File: src/rtl/frame_downsampler.sv
// rtl/frame_downsampler.sv - crops a centred window of a raster grey stream and block-averages it into image_mem
module frame_downsampler #(
    parameter int IMG_W    = 640,
    parameter int IMG_H    = 480,
    parameter int X0       = 96,
    parameter int Y0       = 16,
    parameter int BLK_LOG2 = 4,
    parameter int OUT_DIM  = 28,
    parameter int INVERT   = 1
) (
    input  logic       clk,
    input  logic       rst_n,
    input  logic       capture_req,
    input  logic       pix_valid,
    input  logic       pix_sof,
    input  logic [7:0] pix_data,
    output logic       busy,
    output logic       done,
    output logic       mem_we,
    output logic [9:0] mem_waddr,
    output logic [7:0] mem_wdata
);

    localparam int CROP  = OUT_DIM << BLK_LOG2;
    localparam int XW    = $clog2(IMG_W + 1);
    localparam int YW    = $clog2(IMG_H + 1);
    localparam int CW    = (OUT_DIM > 1) ? $clog2(OUT_DIM) : 1;
    localparam int ACC_W = 2 * BLK_LOG2 + 8;
    localparam int NBLK  = OUT_DIM * OUT_DIM;

    localparam logic [XW-1:0] X_LO   = XW'(X0);
    localparam logic [XW-1:0] X_HI   = XW'(X0 + CROP);
    localparam logic [XW-1:0] X_LAST = XW'(IMG_W - 1);
    localparam logic [YW-1:0] Y_LO   = YW'(Y0);
    localparam logic [YW-1:0] Y_HI   = YW'(Y0 + CROP);
    localparam logic [YW-1:0] Y_LAST = YW'(IMG_H - 1);
    localparam logic [9:0]    W_LAST = 10'(NBLK - 1);

    typedef enum logic [1:0] {IDLE, ARM, CAP} state_t;

    state_t           state;
    logic [XW-1:0]    x;
    logic [YW-1:0]    y;
    logic [ACC_W-1:0] acc [OUT_DIM];
    logic [9:0]       wcount;
    logic             last_wr;

    logic             take;
    logic [XW-1:0]    cx;
    logic [YW-1:0]    cy;
    logic [XW-1:0]    dx;
    logic [YW-1:0]    dy;
    logic             in_crop;
    logic             blk_end;
    logic [CW-1:0]    col;
    logic [CW-1:0]    row;
    logic [7:0]       p;
    logic [ACC_W-1:0] acc_base;
    logic [ACC_W-1:0] sum;
    logic [9:0]       wcount_eff;

    // A sof pixel is always treated as (0,0) with empty accumulators, both
    // when arming and when a truncated frame restarts mid-capture.
    always_comb begin
        take       = pix_valid && ((state == ARM && pix_sof) || (state == CAP && !last_wr));
        cx         = pix_sof ? '0 : x;
        cy         = pix_sof ? '0 : y;
        dx         = cx - X_LO;
        dy         = cy - Y_LO;
        in_crop    = (cx >= X_LO) && (cx < X_HI) && (cy >= Y_LO) && (cy < Y_HI);
        blk_end    = in_crop && (&dx[BLK_LOG2-1:0]) && (&dy[BLK_LOG2-1:0]);
        col        = CW'(dx >> BLK_LOG2);
        row        = CW'(dy >> BLK_LOG2);
        p          = (INVERT != 0) ? (8'd255 - pix_data) : pix_data;
        acc_base   = pix_sof ? '0 : acc[col];
        sum        = acc_base + ACC_W'(p);
        wcount_eff = pix_sof ? '0 : wcount;
    end

    always_ff @(posedge clk or negedge rst_n) begin
        if (!rst_n) begin
            state     <= IDLE;
            x         <= '0;
            y         <= '0;
            wcount    <= '0;
            last_wr   <= 1'b0;
            busy      <= 1'b0;
            done      <= 1'b0;
            mem_we    <= 1'b0;
            mem_waddr <= '0;
            mem_wdata <= '0;
            for (int i = 0; i < OUT_DIM; i++) acc[i] <= '0;
        end else begin
            mem_we <= 1'b0;
            done   <= 1'b0;
            if (state == IDLE) begin
                if (capture_req) begin
                    state <= ARM;
                    busy  <= 1'b1;
                end
            end else if (state == CAP && last_wr) begin
                // The cycle after the final write closes the capture.
                state   <= IDLE;
                busy    <= 1'b0;
                done    <= 1'b1;
                last_wr <= 1'b0;
            end else if (take) begin
                if (pix_sof) begin
                    state  <= CAP;
                    wcount <= '0;
                    for (int i = 0; i < OUT_DIM; i++) acc[i] <= '0;
                end
                if (cx == X_LAST) begin
                    x <= '0;
                    y <= (cy == Y_LAST) ? '0 : cy + YW'(1);
                end else begin
                    x <= cx + XW'(1);
                    y <= cy;
                end
                if (in_crop) acc[col] <= blk_end ? '0 : sum;
                if (blk_end) begin
                    mem_we    <= 1'b1;
                    mem_waddr <= 10'(row) * 10'(OUT_DIM) + 10'(col);
                    mem_wdata <= sum[2*BLK_LOG2 +: 8];
                    wcount    <= wcount_eff + 10'd1;
                    if (wcount_eff == W_LAST) last_wr <= 1'b1;
                end
            end
        end
    end

endmodule
File: config.mk
export PLATFORM = sky130hd
export DESIGN_NAME = frame_downsampler
export DESIGN_NICKNAME = d
export VERILOG_FILES = /design/src/rtl/frame_downsampler.sv
export SDC_FILE = /design/constraint.sdc
export NUM_CORES = 2
export LEC_CHECK = 0
export ABC_AREA = 1
export CAP_MARGIN = 0
export CORE_ASPECT_RATIO = 0.8
export CORE_UTILIZATION = 25
export CTS_CLUSTER_DIAMETER = 50
export DETAILED_ROUTE_END_ITERATION = 12
export GPL_ROUTABILITY_DRIVEN = 1
export PLACE_DENSITY_LB_ADDON = 0.3
export SLEW_MARGIN = 20
export SYNTH_ARGS = -nofsm -noshare
export SYNTH_HDL_FRONTEND = slang
export SYNTH_SLANG_ARGS = --single-unit
File: constraint.sdc
create_clock -name clk -period 4.8 [get_ports clk]
set_input_delay 0.48 -clock clk [delete_from_list [all_inputs] [get_ports clk]]
set_output_delay 0.48 -clock clk [all_outputs]
set_load 0.1 [all_outputs]
=== After elaboration in Yosys (flattened, before gate mapping) ===
Cells that the tools add are included.

* Register bits after elaboration: 501
* Input port bits: 13
* Logic and storage cells: 126
* Output and inout bits: 21

* Add/sub/neg operators: 8
* Magnitude comparators: 6
* Bitwise gates (word level): 3
* Multiplexer cells: 38
* Reductions and logical operators: 26
* Eq/ne operators: 6
* Multiply operators: 1

{| class="wikitable"
|+ Operators with widths
! cell !! number
|-
| 448-bit 2-to-1 mux || 5
|-
| 448-bit bitwise mux || 1
|-
| 16-bit binary-select mux with 5-bit select || 1
|-
| 16-bit demux with 5-bit select || 1
|-
| 16-bit 2-to-1 mux || 5
|-
| 10-bit 2-to-1 mux || 4
|-
| 9-bit 2-to-1 mux || 3
|-
| 10-bit by 1-bit adder with 10-bit output, second input constant || 2
|-
| 10-bit equality test, second input constant || 2
|-
| 16-bit by 8-bit adder with 16-bit output || 1
|-
| 4-bit AND reduction || 4
|-
| 1-bit 2-to-1 mux || 13
|-
| 10-bit by 5-bit adder with 10-bit output || 1
|-
| 10-bit by 7-bit >= comparator with 1-bit output, second input constant || 1
|-
| 1-bit logical AND || 10
|-
| 10-bit less-than comparator, second input constant || 1
|-
| 2-bit 2-to-1 mux || 5
|-
| 9-bit by 1-bit adder with 9-bit output, second input constant || 1
|-
| 9-bit equality test, second input constant || 1
|-
| 9-bit by 5-bit >= comparator with 1-bit output, second input constant || 1
|-
| 9-bit less-than comparator, second input constant || 1
|-
| 9-bit by 5-bit subtractor with 9-bit output, second input constant || 1
|-
| 9-bit by 7-bit subtractor with 9-bit output, second input constant || 1
|-
| 5-bit by 3-bit multiplier with 8-bit output, second input constant || 1
|-
| 15 further kinds || 21
|}

=== Longest topological paths before layout ===
* Word-level depth: 11
* Mapped depth: 30

=== Worst setup path after synthesis ===
OpenSTA, ideal clock, no wires.

* Path kind: input-to-reg
* From: input pix_sof
* To: register acc[218] in the netlist's numbering
* Setup slack: 641 ps
* Stages: 28
* Data arrival time: 4038 ps
* Cell sequence: inv_4 nand2_2 nand2_2 buf_4 buf_4 buf_2 buf_2 buf_1 o22ai_1 o21ai_0 nand4_1 a211oi_1 ha_1 fa_1 nand2_1 nand2_1 a21oi_1 o21ai_0 inv_1 o21ai_0 nand2_1 nor2_2 inv_2 nand3_2 inv_2 buf_4 o21ai_1 nand2_1

* Longest elaborated chain between the ends: 11
* Elaborated cells between the ends (all ways): 37
* Classes of those cells: add/sub (3); order compare (6); mux (15); bitwise (1); reduce/logical (12)

{| class="wikitable"
|+ Ends and longest elaborated chain
! element !! line !! RTL
|-
| start, declared || 15 || <nowiki>input logic pix_sof,</nowiki>
|-
| 10-bit 2-to-1 mux || 66 || <nowiki>cx = pix_sof ? '0 : x;</nowiki>
|-
| 9-bit by 7-bit subtractor with 9-bit output || 68 || <nowiki>dx = cx - X_LO;</nowiki>
|-
| 5-bit NOT with 6-bit output || 75, 120 ||
|-
| 16-bit binary-select mux with 5-bit select || 75 || <nowiki>acc_base = pix_sof ? '0 : acc[col];</nowiki>
|-
| 16-bit 2-to-1 mux (not written as such) (2 in a row) || 75 ||
|-
| 16-bit 2-to-1 mux || 75 ||
|-
| 16-bit by 8-bit adder with 16-bit output || 76 || <nowiki>sum = acc_base + ACC_W'(p);</nowiki>
|-
| 16-bit 2-to-1 mux || 120 || <nowiki>if (in_crop) acc[col] <= blk_end ? '0 : sum;</nowiki>
|-
| 448-bit bitwise mux || 120 ||
|-
| 448-bit 2-to-1 mux || 120 ||
|-
| end signal, assigned by index || 120 ||
|-
| end, declared || 44 || <nowiki>logic [ACC_W-1:0] acc [OUT_DIM];</nowiki>
|}

Several ways; a longest one is shown, not always the timed one. The select of a mux whose other input is x is not followed.
A chain may end at the register's enable or synchronous reset.

=== Worst setup path after layout ===
* From: register x[4]
* To: register acc[185] in the netlist's numbering

* Longest elaborated chain between the ends: 11
* Elaborated cells between the ends (all ways): 23
* Classes of those cells: add/sub (2); order compare (4); mux (10); bitwise (1); reduce/logical (6)

{| class="wikitable"
|+ Ends and longest elaborated chain
! element !! line !! RTL
|-
| start, declared || 42 || <nowiki>logic [XW-1:0] x;</nowiki>
|-
| start signal, assigned || 117 || <nowiki>x <= cx + XW'(1);</nowiki>
|-
| 10-bit 2-to-1 mux * || 66 ||
|-
| 9-bit by 7-bit subtractor with 9-bit output || 68 ||
|-
| 5-bit NOT with 6-bit output || 75, 120 ||
|-
| 16-bit binary-select mux with 5-bit select || 75 ||
|-
| 16-bit 2-to-1 mux (not written as such) (2 in a row) || 75 ||
|-
| 16-bit 2-to-1 mux || 75 ||
|-
| 16-bit by 8-bit adder with 16-bit output || 76 ||
|-
| 16-bit 2-to-1 mux || 120 ||
|-
| 448-bit bitwise mux || 120 ||
|-
| 448-bit 2-to-1 mux * || 120 ||
|}

Mark *: on every way between the ends. The rest lies on a longest branch, timed or not. The select of a mux whose other input is x is not followed.

==> reports/results.tsv <==
stage	metric	value	unit
floorplan	IO Count	34	
placed_design	Post-Place Cells	5513	
sta	crit path setup slack, layout	0.248	ns
layout	most frequent cells in the layout	nand2_1 (935), dfrtp_1 (500), nor2_1 (376)	
layout	Multi-input gate area	14500	sq um
routing	Routed Antenna Nets	0	
placed_design	RePlAce Congestion	0.886	
clock_tree	Clock transition at path regs	0.06	ns
sta	RSZ-0062 raised after global routing	no	
routing	DR vias/cell	5.26	
hold_path	type of the tightest min-delay check	primary input to flop	
sta	Final Setup Violations	0	
clock_tree	root buf cell	clkbuf_16	
critical_path	CP peak stage delay	0.47	ns
layout	final std cells w/o fill	5623	
floorplan	core area	119000	sq um
critical_path	startpoint class of the critical path	flop	
grt	All-Layer GR Usage	0.189	
synthesis	Synth warnings	0	
grt	initial antenna violation count	0	
clock_tree	H-tree Lvls	2	
layout	most common library cell in the layout ignoring fill and taps	nand2_1	
clock_tree	CTS buffer count	60	
pwr	Peak VDD IR	0.000304	V
layout	# diodes	0	
synthesis	Post-synth EDFFs	0	
sta	Min Hold Slack	0.420	ns
sta	Max Clock Skew	0.0301	ns
critical_path	required time of the critical path	5.36	ns
layout	fin nets	4074	
layout	synthesis-to-layout area growth	15.2	%
critical_path	Slowest-stage cell, CP	dfrtp_2	
synthesis	syn nets	4129	
layout	filler instances	12700	
layout	share of layout cells above drive strength 1	0.0921	
routing	DR WL/cell	20.8	um
synthesis	Post-Syn Area	29900	sq um
routing	DR pass1 iterations	6	
sta	setup TNS	0	ns
sta	final hold vios	0	
grt	GRT overflow	0	
placed_design	Buffers on Ports	33	
synthesis	Seq cells post-synth	501	
grt	number of global-route vias before repair	27000	
placed_design	Placed Area	32400	sq um
synthesis	Post-Syn Instances	4081	
clock_tree	Clk Latency, worst-skew pair	0.67	ns
placed_design	worst slack, placed	-0.167	ns
clock_tree	CTS Buffer Depth	3	
clock_tree	CTS tree	built	
placed_design	DP HPWL	74.4	mm
synthesis	share of the yosys chip area belonging to registers	0.420	
grt	largest net degree at the start of global routing	184	
synthesis	syn_area_per_cell	7.32	sq um
synthesis	Synth cell types	52	
flow_run	total of max-cap violations	0	
critical_path	buffer and inverter count on the worst path	5	
sta	Fmax	0.220	GHz
critical_path	CP endpoint kind	flop	
layout	FF+latch area	12500	sq um
critical_path	CP top delay family	compound AO/OA/AOI/OAI gates	
critical_path	CP Max Fanout	21	
floorplan	Rows	113	
layout	final instance area	34400	sq um
pwr	pwr dens	617	nW/um^2
sta	post-layout min period	4.55	ns
synthesis	prevailing post-synth register cell	dfrtp_1	
clock_tree	CTS sink cnt	501	
pwr	static leakage	14.6	nW
critical_path	crit path DAT	5.11	ns
critical_path	kind of critical path	flop to flop	
floorplan	die span in x	388	um
floorplan	DIE AREA	121000	sq um
sta	final worst path period share	0.948	
routing	drt total wl	117	mm
status	outcome	finished clean	
critical_path	sequence of cells on the critical path	inv_2, nor2_2, nand2_2, buf_12, o22ai_1, o21ai_1, nand4_1, a211oi_1, ha_1, a21oi_1, inv_1, a31oi_1, o21ai_1, nand2_1, nand2_1, nand2_1, xor2_1, nand2_1, inv_2, buf_12, nand2_1, a22oi_1	
sta	Final Slew Violations	0	
sta	Worst-Margin Slew	1.02	ns
routing	Starting DRT DRC Count	3729	
grt	global-route wire length before repair	178	mm
sta	Slew headroom	0.317	
floorplan	Die Height	311	um
critical_path	Top cell by count, worst path	nand2_1	
floorplan	initial core utilization	0.252	
routing	DR DRC count	0	
synthesis	async set or reset register ratio after synthesis	1.00	
routing	vias	29600	
## per-layer routing
metal  share of wire  global-route usage  vias to the layer above
met1            0.49               0.299                    14500
met2            0.41               0.260                     1257
met3           0.087              0.0330                      138
met5               0                   0                        -
li1                -                   -                    13700
met4           0.018              0.0403                        0
## layout make-up
| cell class | count | share of cell area |
|---|---|---|
| clock inverter | 25 | 0.00702 |
| tap | 1552 | 0.0564 |
| timing repair buffer | 218 | 0.0637 |
| sequential | 501 | 0.364 |
| clock buffer | 82 | 0.0486 |
| inverter | 361 | 0.0400 |
| multi-input combinational | 2884 | 0.420 |
## worst min-delay path, stage by stage
cell	delay [ns]
clkdlybuf4s50_1	0.41
nand2_1	0.09
nand2_1	0.05
## through the flow
| stage | power, W | utilization |
|---|---|---|
| 2_1_floorplan | 0.0125 | - |
| 3_3_place_gp | 0.0163 | 0.274 |
| 3_5_place_dp | 0.0164 | 0.274 |
| 4_1_cts | 0.0211 | 0.290 |
| 5_1_grt | 0.0225 | 0.290 |
| 6_report | 0.0212 | 0.290 |
## cell usage after synthesis (67+ instances only)
library cell / count / share of area
o22ai_1: 93 / 0.019
inv_1: 333 / 0.042
buf_2: 88 / 0.015
dfrtp_1: 501 / 0.42
o211ai_1: 104 / 0.026
a21oi_1: 306 / 0.051
nand2_1: 938 / 0.12
nand4_1: 67 / 0.014
nor2_1: 378 / 0.048
nand3_1: 155 / 0.026
a31oi_1: 225 / 0.047
clkbuf_1: 187 / 0.024
o21ai_0: 379 / 0.064
## what timing repair did
item                                    in CTS  in global routing
gates resized for setup                      2                 11
buffers inserted                             0                  2
hold buffers                                 1                  0
pin swaps                                    1                  1
endpoints found under the setup margin      49                211
endpoints found under the hold margin       83                  0
## worst paths after layout
kind                              start  slack, ns           end  cells after the start
min in group asynchronous         rst_n       0.45        acc[9]                      2
hold / removal              capture_req       0.42          busy                      3
setup reg to reg                   x[4]       0.25      acc[185]                     22
hold reg to reg            mem_waddr[2]       0.47  mem_waddr[2]                      2
setup / recovery                   x[4]       0.25      acc[185]                     22
max in group asynchronous         rst_n       3.13      acc[196]                      3
## flip-flops by register name, indices dropped and copies added (netlist names)
register and count:
acc 448, mem_we 1, busy 1, x 10, mem_waddr 10, last_wr 1
wcount 10, y 9, mem_wdata 8, done 1, state 2
## logic make-up (layout without fill, tap and decap cells)
group,count (synthesis),after routing,synth area share
xor gates and xnor gates,28,28,0.00821
AOI/OAI and AO/OA,1203,1203,0.231
DFF,501,501,0.420
and+or+nand+nor,1618,1618,0.227
adders and majority gates,35,35,0.0162
buffers and inverters,696,686,0.0978
## where the power goes
group	total [W]	internal, W	switching (W)
Sequential	0.00678	0.00578	0.00100
Combinational	0.00988	0.00316	0.00673
Clock	0.00457	0.00255	0.00201
Total	0.0212	0.0115	0.00974
Power figures use the tool's default switching activity.
